**config.mk**
```make
export PLATFORM = sky130hd
export DESIGN_NAME = spi_slave_core_flat
export DESIGN_NICKNAME = d
export VERILOG_FILES = /design/src/rtl/spi_slave_core_if.sv /design/src/rtl/spi_slave_core.sv /design/src/flat_wrapper.sv
export SDC_FILE = /design/constraint.sdc
export NUM_CORES = 1
export LEC_CHECK = 0
export BUFFER_PORTS_ARGS = -buffer_cell sky130_fd_sc_hd__buf_2
export CELL_PAD_IN_SITES_DETAIL_PLACEMENT = 0
export CELL_PAD_IN_SITES_GLOBAL_PLACEMENT = 2
export CORE_ASPECT_RATIO = 0.6
export CORE_UTILIZATION = 35
export CTS_BUF_LIST = sky130_fd_sc_hd__clkbuf_16
export DETAILED_ROUTE_END_ITERATION = 8
export PLACE_DENSITY = 0.75
export SLEW_MARGIN = 15
export SYNTH_ARGS = -nofsm -noshare
export SYNTH_HDL_FRONTEND = slang
export SYNTH_SLANG_ARGS = --single-unit
```
**constraint.sdc**
```tcl
create_clock -name I_clk -period 5.3 [get_ports I_clk]
set_input_delay 1.325 -clock I_clk [delete_from_list [all_inputs] [get_ports I_clk]]
set_output_delay 1.325 -clock I_clk [all_outputs]
set_load 0.05 [all_outputs]
```
**src/rtl/spi_slave_core_if.sv**
```systemverilog
// SPI pins and register-bus bundle for spi_slave_core.
interface spi_slave_core_if #(
    parameter int ADDR_W = 13,
    parameter int DATA_W = 8
);
    logic              I_sclk;
    logic              _I_csb;
    logic              I_sdi;
    logic [DATA_W-1:0] I_rdata;
    logic              O_sdo;
    logic              O_sdo_oe;
    logic [ADDR_W-1:0] O_addr;
    logic [DATA_W-1:0] O_wdata;
    logic              O_wr;
    logic              O_rd;
    logic              O_busy;

    modport slave (
        input  I_sclk, _I_csb, I_sdi, I_rdata,
        output O_sdo, O_sdo_oe, O_addr, O_wdata, O_wr, O_rd, O_busy
    );

    modport master (
        output I_sclk, _I_csb, I_sdi, I_rdata,
        input  O_sdo, O_sdo_oe, O_addr, O_wdata, O_wr, O_rd, O_busy
    );
endinterface

```
**src/rtl/spi_slave_core.sv**
```systemverilog
// System-clock-synchronous SPI slave: oversampled SCLK/CSB/SDI, instruction decode, register bus, SDO.
// Optional macro SPI_LSB_FIRST_EN adds I_lsb_first for LSB-first framing on SDI and SDO.
module spi_slave_core #(
    parameter int ADDR_W       = 13,
    parameter int DATA_W       = 8,
    parameter int SYNC_STAGES  = 2,
    parameter int ADDR_DESCEND = 1
) (
    input  logic            I_clk,
    input  logic            _I_rst,
`ifdef SPI_LSB_FIRST_EN
    input  logic            I_lsb_first,
`endif
    spi_slave_core_if.slave bus
);

    localparam int INST_W = 3 + ADDR_W;
    localparam int MAX_W  = (INST_W > DATA_W) ? INST_W : DATA_W;
    localparam int CNT_W  = $clog2(MAX_W + 1);
    localparam int FL_W   = $clog2(SYNC_STAGES + 1);
    localparam logic [CNT_W-1:0] INST_LAST = CNT_W'(INST_W - 1);
    localparam logic [CNT_W-1:0] DATA_LAST = CNT_W'(DATA_W - 1);
    localparam logic [FL_W-1:0]  FLUSHED   = FL_W'(SYNC_STAGES);

    typedef enum logic [1:0] {S_IDLE, S_INST, S_DATA, S_DONE} state_t;

    state_t                 r_state;
    state_t                 w_state_next;
    logic [SYNC_STAGES-1:0] r_sclk_sync;
    logic [SYNC_STAGES-1:0] r_csb_sync;
    logic [SYNC_STAGES-1:0] r_sdi_sync;
    logic [FL_W-1:0]        r_flush_cnt;
    logic                   r_armed;
    logic                   r_lsb;
    logic [INST_W-1:0]      r_inst_sh;
    logic [DATA_W-1:0]      r_data_sh;
    logic [DATA_W-1:0]      r_sdo_sh;
    logic [CNT_W-1:0]       r_bitcnt;
    logic [1:0]             r_wordcnt;
    logic                   r_rw;
    logic [1:0]             r_wcnt;
    logic [ADDR_W-1:0]      r_addr;
    logic [DATA_W-1:0]      r_wdata;
    logic                   r_wr;
    logic                   r_rd;
    logic                   r_rd_p1;
    logic                   r_rd_p2;
    logic                   r_step_pend;
    logic                   r_sdo;
    logic                   r_sdo_oe;
    logic                   r_busy;

    logic                   w_rise;
    logic                   w_fall;
    logic                   w_csb;
    logic                   w_sdi;
    logic                   w_lsb_in;
    logic                   w_start;
    logic                   w_inst_done;
    logic                   w_word_done;
    logic                   w_last_word;
    logic [INST_W-1:0]      w_inst_next;
    logic [DATA_W-1:0]      w_data_next;

    function automatic logic [ADDR_W-1:0] f_step_addr(input logic [ADDR_W-1:0] a);
        if (ADDR_DESCEND != 0) return a - ADDR_W'(1);
        return a + ADDR_W'(1);
    endfunction

`ifdef SPI_LSB_FIRST_EN
    assign w_lsb_in = I_lsb_first;
`else
    assign w_lsb_in = 1'b0;
`endif

    // SCLK events come from the two oldest stages; SDI is taken from the oldest so it has settled.
    assign w_rise      = r_sclk_sync[SYNC_STAGES-2] & ~r_sclk_sync[SYNC_STAGES-1];
    assign w_fall      = ~r_sclk_sync[SYNC_STAGES-2] & r_sclk_sync[SYNC_STAGES-1];
    assign w_csb       = r_csb_sync[SYNC_STAGES-1];
    assign w_sdi       = r_sdi_sync[SYNC_STAGES-1];
    assign w_inst_next = r_lsb ? {w_sdi, r_inst_sh[INST_W-1:1]} : {r_inst_sh[INST_W-2:0], w_sdi};
    assign w_data_next = r_lsb ? {w_sdi, r_data_sh[DATA_W-1:1]} : {r_data_sh[DATA_W-2:0], w_sdi};
    assign w_last_word = (r_wcnt != 2'd3) && (r_wordcnt == r_wcnt);

    always_ff @(posedge I_clk) begin
        if (!_I_rst) begin
            r_sclk_sync <= '0;
            r_csb_sync  <= '1;
            r_sdi_sync  <= '0;
            r_flush_cnt <= '0;
            r_armed     <= 1'b0;
        end else begin
            r_sclk_sync <= {r_sclk_sync[SYNC_STAGES-2:0], bus.I_sclk};
            r_csb_sync  <= {r_csb_sync[SYNC_STAGES-2:0], bus._I_csb};
            r_sdi_sync  <= {r_sdi_sync[SYNC_STAGES-2:0], bus.I_sdi};
            // Arm only once a real CSB-high has crossed the synchroniser after reset.
            if (r_flush_cnt != FLUSHED) r_flush_cnt <= r_flush_cnt + 1'b1;
            else if (w_csb)             r_armed     <= 1'b1;
        end
    end

    always_ff @(posedge I_clk) begin
        if (!_I_rst) r_state <= S_IDLE;
        else         r_state <= w_state_next;
    end

    always_comb begin
        w_state_next = r_state;
        w_start      = 1'b0;
        w_inst_done  = 1'b0;
        w_word_done  = 1'b0;
        if (w_csb) begin
            w_state_next = S_IDLE;
        end else begin
            case (r_state)
                S_IDLE: if (r_armed) begin
                    w_start      = 1'b1;
                    w_state_next = S_INST;
                end
                S_INST: if (w_rise && (r_bitcnt == INST_LAST)) begin
                    w_inst_done  = 1'b1;
                    w_state_next = S_DATA;
                end
                S_DATA: if (w_rise && (r_bitcnt == DATA_LAST)) begin
                    w_word_done = 1'b1;
                    if (w_last_word) w_state_next = S_DONE;
                end
                default: ;
            endcase
        end
    end

    always_ff @(posedge I_clk) begin
        if (!_I_rst) begin
            r_lsb       <= 1'b0;
            r_inst_sh   <= '0;
            r_data_sh   <= '0;
            r_sdo_sh    <= '0;
            r_bitcnt    <= '0;
            r_wordcnt   <= '0;
            r_rw        <= 1'b0;
            r_wcnt      <= '0;
            r_addr      <= '0;
            r_wdata     <= '0;
            r_wr        <= 1'b0;
            r_rd        <= 1'b0;
            r_rd_p1     <= 1'b0;
            r_rd_p2     <= 1'b0;
            r_step_pend <= 1'b0;
            r_sdo       <= 1'b0;
            r_sdo_oe    <= 1'b0;
            r_busy      <= 1'b0;
        end else begin
            r_wr        <= 1'b0;
            r_rd        <= 1'b0;
            r_step_pend <= 1'b0;
            r_rd_p1     <= r_rd;
            r_rd_p2     <= r_rd_p1;
            // Write address steps one cycle late so O_addr still names the word during O_wr.
            if (r_step_pend) r_addr <= f_step_addr(r_addr);
            if (w_csb) begin
                r_busy    <= 1'b0;
                r_sdo_oe  <= 1'b0;
                r_sdo     <= 1'b0;
                r_bitcnt  <= '0;
                r_wordcnt <= '0;
                r_rd_p1   <= 1'b0;
                r_rd_p2   <= 1'b0;
            end else begin
                if (w_start) begin
                    r_busy    <= 1'b1;
                    r_bitcnt  <= '0;
                    r_wordcnt <= '0;
                    r_lsb     <= w_lsb_in;
                end
                if ((r_state == S_INST) && w_rise) begin
                    r_inst_sh <= w_inst_next;
                    r_bitcnt  <= r_bitcnt + 1'b1;
                    if (w_inst_done) begin
                        r_bitcnt <= '0;
                        r_rw     <= w_inst_next[INST_W-1];
                        r_wcnt   <= w_inst_next[INST_W-2 -: 2];
                        r_addr   <= w_inst_next[ADDR_W-1:0];
                        r_rd     <= w_inst_next[INST_W-1];
                    end
                end
                if (r_state == S_DATA) begin
                    if (w_rise) begin
                        r_data_sh <= w_data_next;
                        r_bitcnt  <= r_bitcnt + 1'b1;
                    end
                    if (w_word_done) begin
                        r_bitcnt  <= '0;
                        r_wordcnt <= r_wordcnt + 1'b1;
                        if (w_last_word) r_sdo_oe <= 1'b0;
                        if (!r_rw) begin
                            r_wr        <= 1'b1;
                            r_wdata     <= w_data_next;
                            r_step_pend <= 1'b1;
                        end else begin
                            r_addr <= f_step_addr(r_addr);
                            r_rd   <= ~w_last_word;
                        end
                    end
                    if (w_fall && r_rw) begin
                        r_sdo_oe <= 1'b1;
                        r_sdo    <= r_lsb ? r_sdo_sh[0] : r_sdo_sh[DATA_W-1];
                        r_sdo_sh <= r_lsb ? {1'b0, r_sdo_sh[DATA_W-1:1]}
                                          : {r_sdo_sh[DATA_W-2:0], 1'b0};
                    end
                    // Prefetched read data lands two cycles after O_rd, well before the next fall.
                    if (r_rd_p2) r_sdo_sh <= bus.I_rdata;
                end
            end
        end
    end

    assign bus.O_sdo    = r_sdo;
    assign bus.O_sdo_oe = r_sdo_oe;
    assign bus.O_addr   = r_addr;
    assign bus.O_wdata  = r_wdata;
    assign bus.O_wr     = r_wr;
    assign bus.O_rd     = r_rd;
    assign bus.O_busy   = r_busy;

endmodule
```
**src/flat_wrapper.sv**
```systemverilog
// flat-port wrapper written by rule: the top's interface ports become plain ports
module spi_slave_core_flat 
#(
    parameter int ADDR_W       = 13,
    parameter int DATA_W       = 8,
    parameter int SYNC_STAGES  = 2,
    parameter int ADDR_DESCEND = 1
)
  (I_clk, _I_rst, bus_I_sclk, bus__I_csb, bus_I_sdi, bus_I_rdata, bus_O_sdo, bus_O_sdo_oe, bus_O_addr, bus_O_wdata, bus_O_wr, bus_O_rd, bus_O_busy);
  spi_slave_core_if #(.ADDR_W(ADDR_W), .DATA_W(DATA_W)) bus_i ();
  input  logic I_clk;
  input  logic _I_rst;
  input wire logic [$bits(bus_i.I_sclk)-1:0] bus_I_sclk;
  input wire logic [$bits(bus_i._I_csb)-1:0] bus__I_csb;
  input wire logic [$bits(bus_i.I_sdi)-1:0] bus_I_sdi;
  input wire logic [$bits(bus_i.I_rdata)-1:0] bus_I_rdata;
  output wire logic [$bits(bus_i.O_sdo)-1:0] bus_O_sdo;
  output wire logic [$bits(bus_i.O_sdo_oe)-1:0] bus_O_sdo_oe;
  output wire logic [$bits(bus_i.O_addr)-1:0] bus_O_addr;
  output wire logic [$bits(bus_i.O_wdata)-1:0] bus_O_wdata;
  output wire logic [$bits(bus_i.O_wr)-1:0] bus_O_wr;
  output wire logic [$bits(bus_i.O_rd)-1:0] bus_O_rd;
  output wire logic [$bits(bus_i.O_busy)-1:0] bus_O_busy;
  assign bus_i.I_sclk = bus_I_sclk;
  assign bus_i._I_csb = bus__I_csb;
  assign bus_i.I_sdi = bus_I_sdi;
  assign bus_i.I_rdata = bus_I_rdata;
  assign bus_O_sdo = bus_i.O_sdo;
  assign bus_O_sdo_oe = bus_i.O_sdo_oe;
  assign bus_O_addr = bus_i.O_addr;
  assign bus_O_wdata = bus_i.O_wdata;
  assign bus_O_wr = bus_i.O_wr;
  assign bus_O_rd = bus_i.O_rd;
  assign bus_O_busy = bus_i.O_busy;
  spi_slave_core #(.ADDR_W(ADDR_W), .DATA_W(DATA_W), .SYNC_STAGES(SYNC_STAGES), .ADDR_DESCEND(ADDR_DESCEND)) u_core (.I_clk(I_clk), ._I_rst(_I_rst), .bus(bus_i));
endmodule
```
## Yosys cells after proc, flatten, opt, wreduce, memory -nomap -nowiden

Cells that the tools add are included.

- Register bits after elaboration: 79
- Input port bits: 13
- Output and inout bits: 26
- Logic and storage cells: 120

- $add $sub $neg: 5
- Eq/ne operators: 11
- Multiplexer cells: 50
- Bitwise gates (word level): 11
- Reductions and logical operators: 21

Operators by type and width:

| kind | number |
|---|---|
| 13-bit two-way mux | 9 |
| 5-bit two-way mux | 6 |
| 1-bit two-way mux | 25 |
| 8-bit two-way mux | 2 |
| 2-bit two-way mux | 7 |
| 13-bit by 1-bit adder with 13-bit output, second input constant | 1 |
| 13-bit by 1-bit subtractor with 13-bit output, second input constant | 1 |
| 3-bit AND reduction | 4 |
| 1-bit inverter | 9 |
| 2-bit by 1-bit != test with 1-bit output, second input constant | 4 |
| 2-bit case mux with 3 select lines | 1 |
| 2-bit AND reduction | 3 |
| 2-bit nonzero test | 3 |
| 5-bit by 1-bit adder with 5-bit output, second input constant | 1 |
| 5-bit by 3-bit == test with 1-bit output, second input constant | 1 |
| 5-bit by 4-bit == test with 1-bit output, second input constant | 1 |
| 1-bit logical AND | 5 |
| 5-bit AND reduction | 1 |
| 2-bit by 1-bit adder with 2-bit output, second input constant | 2 |
| 2-bit != test, second input constant | 2 |
| 4-bit AND reduction | 1 |
| 4-bit OR reduction | 1 |
| 3-bit nonzero test | 1 |
| 1-bit bitwise AND | 2 |
| 5 further kinds | 5 |

## Depth between registers and ports, before layout

- Word-level depth: 15
- Depth in mapped cells: 10
- Mapped depth without buffers: 7

## Worst setup path after synthesis

OpenSTA, ideal clock, no wires.

- Kind: register -> register
- From: reg u_core.r_addr[7] (netlist: u_core.bus.O_addr[7])
- To: reg u_core.r_addr[11] (netlist: u_core.bus.O_addr[11])
- Library setup time: 0.070 ns
- Arrival time: 2.190 ns
- Required time: 5.230 ns
- Slack: 3.039 ns
- Cell stages (with the launch flop): 7
- Buffers on the path: 1
- Clock period less this slack: 2.261 ns
- Cell sequence: dfxtp_1 -> or4_1 -> buf_2 -> or2_4 -> or4_1 -> a31oi_1 -> o21bai_1

- Cells in the longest elaborated chain, start to end: 9
- Elaborated cells between the ends (all ways): 11
- Classes of those cells: 2 x add/sub; 9 x mux

Ends and longest elaborated chain:

| item | RTL line | RTL |
|---|---|---|
| start: declaration | spi_slave_core.sv:42 | `logic [ADDR_W-1:0] r_addr;` |
| start signal: assignment | spi_slave_core.sv:160 | `if (r_step_pend) r_addr <= f_step_addr(r_addr);` |
| start signal: assignment | spi_slave_core.sv:183 | `r_addr <= w_inst_next[ADDR_W-1:0];` |
| start signal: assignment | spi_slave_core.sv:201 | `r_addr <= f_step_addr(r_addr);` |
| 13-bit by 1-bit adder with 13-bit output / 13-bit by 1-bit subtractor with 13-bit output (equally long branches) | spi_slave_core.sv:67, spi_slave_core.sv:66 |  |
| 13-bit two-way mux | spi_slave_core.sv:67 | `return a + ADDR_W'(1);` |
| 13-bit two-way mux | spi_slave_core.sv:160 |  |
| 13-bit two-way mux | spi_slave_core.sv:179 | `if (w_inst_done) begin` |
| 13-bit two-way mux | spi_slave_core.sv:176 | `if ((r_state == S_INST) && w_rise) begin` |
| 13-bit two-way mux | spi_slave_core.sv:196 | `if (!r_rw) begin` |
| 13-bit two-way mux | spi_slave_core.sv:192 | `if (w_word_done) begin` |
| 13-bit two-way mux | spi_slave_core.sv:187 | `if (r_state == S_DATA) begin` |
| 13-bit two-way mux * | spi_slave_core.sv:161 | `if (w_csb) begin` |

Every way passes the cells marked *; elsewhere a longest branch is shown, timed or not.
A chain may end at the register's enable or synchronous reset.

==> metrics <==
outcome completed; Post-synth top flop dfxtp_1; number of global-route vias before repair 3005; Clock H-tree levels 3; most frequent cell after synthesis nand2_1; count of mapped cells out of synthesis 453; CTS Buf Count 9; number of antenna-violating nets in the routed design 0; wire length per cell after detailed routing 15.1 um; total of cells resized after clock tree synthesis 0; proportion of netlist area held by the largest area contributor 42.2%; via count of the routed design 3197; data required time of the worst path 3970 ps; clock share of power 43.8%; fin crit share 52.2%; Sw Ratio 24.4%; highest ir drop seen on vdd 0.148 mV; Syn Area/Cell 8.28 um^2; Reg clk slew, reported paths 60 ps; switching power 0.000311 W; count of buffers inserted at the top-level ports 38; initial antenna violation count 0; depth of the critical timing path with buffers and inverters included 1; clk root buf clkbuf_16; wire length of the first global-routing pass 15400 um; CP Launch Type flip-flop; slew of the pin with the lowest slew margin 824 ps; number of clock sinks 79; clock tree from TritonCTS built; total power divided by cell area 295 mW/mm^2; cell taking the most area after synthesis dfxtp_1; grt total ovfl 0; post-synthesis net count 474; total global routing track utilization 18.2%; cell-internal power 0.000960 W; crit-path max FO 17; RSZ-0062 raised after global routing no; top cells by area in the synthesized netlist dfxtp_1, nand2_1, a21boi_0, a21oi_1, mux2i_1; setup bufs post-CTS 0; placeable core region 0.0101 mm^2; detailed-routing iteration count for the pre-antenna-repair pass 4; max-slew headroom at the worst pin 45.0%; Worst Setup Slack post-DPL 2540 ps; final-layout setup total negative slack 0 ps; path type of the worst min-delay path reg2reg; Finished Core Util 42.6%; sequential fraction of the synthesis area 42.2%; count of hold buffers inserted by post-cts repair 0; final count of negative-setup-slack endpoints 0; combinational fraction of design power 7.4%; DRC 0; first-iteration detailed-routing DRC count 156; arrival time of data at the critical path endpoint 1440 ps; effective utilization at floorplan 37.0%; num rows 28; RePlAce Congestion 0.774; slowest cell on the critical path dfxtp_1; logic depth of the worst register-to-register path 7; leading cell types by count after synthesis nand2_1, dfxtp_1, a21oi_1, a21boi_0, o21ai_0; Min-Delay Path Depth 1; FF+latch count, synth 79; number of nets in the layout 502; Max Slew Vio Count 0; part of the power in registers 48.7%; category of cells accounting for the largest share of critical-path delay flip-flops; Static Leakage 1.62 nW; Clock Skew 7.34 ps; Final Hold Vio Count 0; CP bufs+invs 1; P&R area growth vs syn 15.1%; number of ports placed on the die boundary 39; insertion delay of the later-clocked pin in the worst-skew pair 340 ps; Maximum Capacitance Violations 0; share of cells above drive strength 1 13.6%; Post-synth EDFFs 0; Largest stage delay, worst path 720 ps; number of buffers on the longest clock path 2; Via density 5.15; min setup slack post-route 2530 ps; Crit Path Category reg2out; minimum clock period 2770 ps; cell area after technology mapping 0.00375 mm^2; pin count of the biggest net entering global routing 67; diode insertion count for antenna repair 0; floorplan die width 136 um; cells along the critical path buf_2; highest clock rate 361 MHz; total number of yosys warnings 0; unique cell type count in the Yosys netlist 49; Die Outline Area 0.0111 mm^2; share of async-settable or async-resettable flops after synthesis 0%; post-DP HPWL 6550 um; Setup crit end kind primary output; final wirelength 9360 um; overall die height 82.2 um
[cells in the final DEF, fill, tap and decap left out, types with 2 or more instances in the layout]
cell / n
a31oi_1: 5
buf_2: 38
clkbuf_16: 9
nor4_1: 6
a21oi_1: 30
a21boi_0: 27
nor4bb_1: 2
xnor2_1: 8
nor2_1: 24
o22ai_1: 3
xor2_1: 4
or4_1: 4
o211a_1: 7
and3_1: 4
nand2b_1: 4
clkinv_1: 2
o21a_1: 3
and2_1: 10
dfxtp_1: 79
mux2i_1: 15
clkinvlp_4: 3
o21bai_1: 2
ha_1: 8
nand3_1: 14
a31o_2: 3
o21ai_0: 26
or2_2: 2
nor2b_1: 12
o211ai_1: 5
nor3_1: 9
a21o_1: 2
inv_1: 11
buf_4: 4
nand2_1: 82
[path summary, 6_finish.rpt]
check	slack, ps	start	end
max reg2reg	2710	u_core.r_state[0]	u_core.bus.O_addr[4]
min	410	u_core.r_csb_sync[0]	u_core.r_csb_sync[1]
min reg2reg	410	u_core.r_csb_sync[0]	u_core.r_csb_sync[1]
max	2530	u_core.r_step_pend	bus_O_wr
[routing by layer]
layer | global-route usage (%) | share of wire, % | vias up
met5 | 0 | 0 | -
met4 | 5.73 | 0.76 | 0
met3 | 3.85 | 2.6 | 9
met2 | 25.6 | 39 | 32
met1 | 27.1 | 58 | 1513
li1 | - | - | 1643
[state kept, by name, indices dropped and copies added, names as in the netlist, 2 cells and up]
register / cells
u_core.r_inst_sh: 15
u_core.r_wordcnt: 2
u_core.bus.O_addr: 13
u_core.r_flush_cnt: 2
u_core.r_sdo_sh: 8
u_core.bus.O_wdata: 8
u_core.r_sclk_sync: 2
u_core.r_state: 2
u_core.r_bitcnt: 5
u_core.r_csb_sync: 2
u_core.r_sdi_sync: 2
u_core.r_wcnt: 2
u_core.r_data_sh: 7
[power by group through the flow]
| stage | logic [W] | clock network (W) | registers, W |
|---|---|---|---|
| after detailed placement | 0.0000939 | 0 | 0.000633 |
| after global placement | 0.0000928 | 0 | 0.000632 |
| after floorplan | 0.0000628 | 0 | 0.000638 |
| after global routing | 0.000105 | 0.000597 | 0.000621 |
| final | 0.0000943 | 0.000557 | 0.000619 |
| after CTS | 0.0000947 | 0.000574 | 0.000620 |
[through the flow]
stage               std cells  hold slack (ps)  power (W)  area, um^2
global placement          605              399   0.000725        4050
floorplan                 453              386   0.000700        3750
global route              621              439    0.00132        4320
finish                    621              414    0.00127        4320
detailed placement        605              410   0.000727        4050
CTS                       621              424    0.00129        4320
[cell type report]
cell class,count,area (um^2)
fillers,1034,5810
multi-input cells,339,2040
flip-flops and latches,79,1580
clock buffers,9,225
repair buffers,42,220
well taps,135,169
clock inverters,7,42.5
inverters,10,37.5
[cell families after synthesis]
kind of cell	share of synthesized area [%]
xor+xnor	2.80
compound gates	21.0
flops	42.2
simple gates	23.8
buf+inv	3.57
mux	4.01
fa+ha+maj	2.67
(Power assumes the default switching activity.)
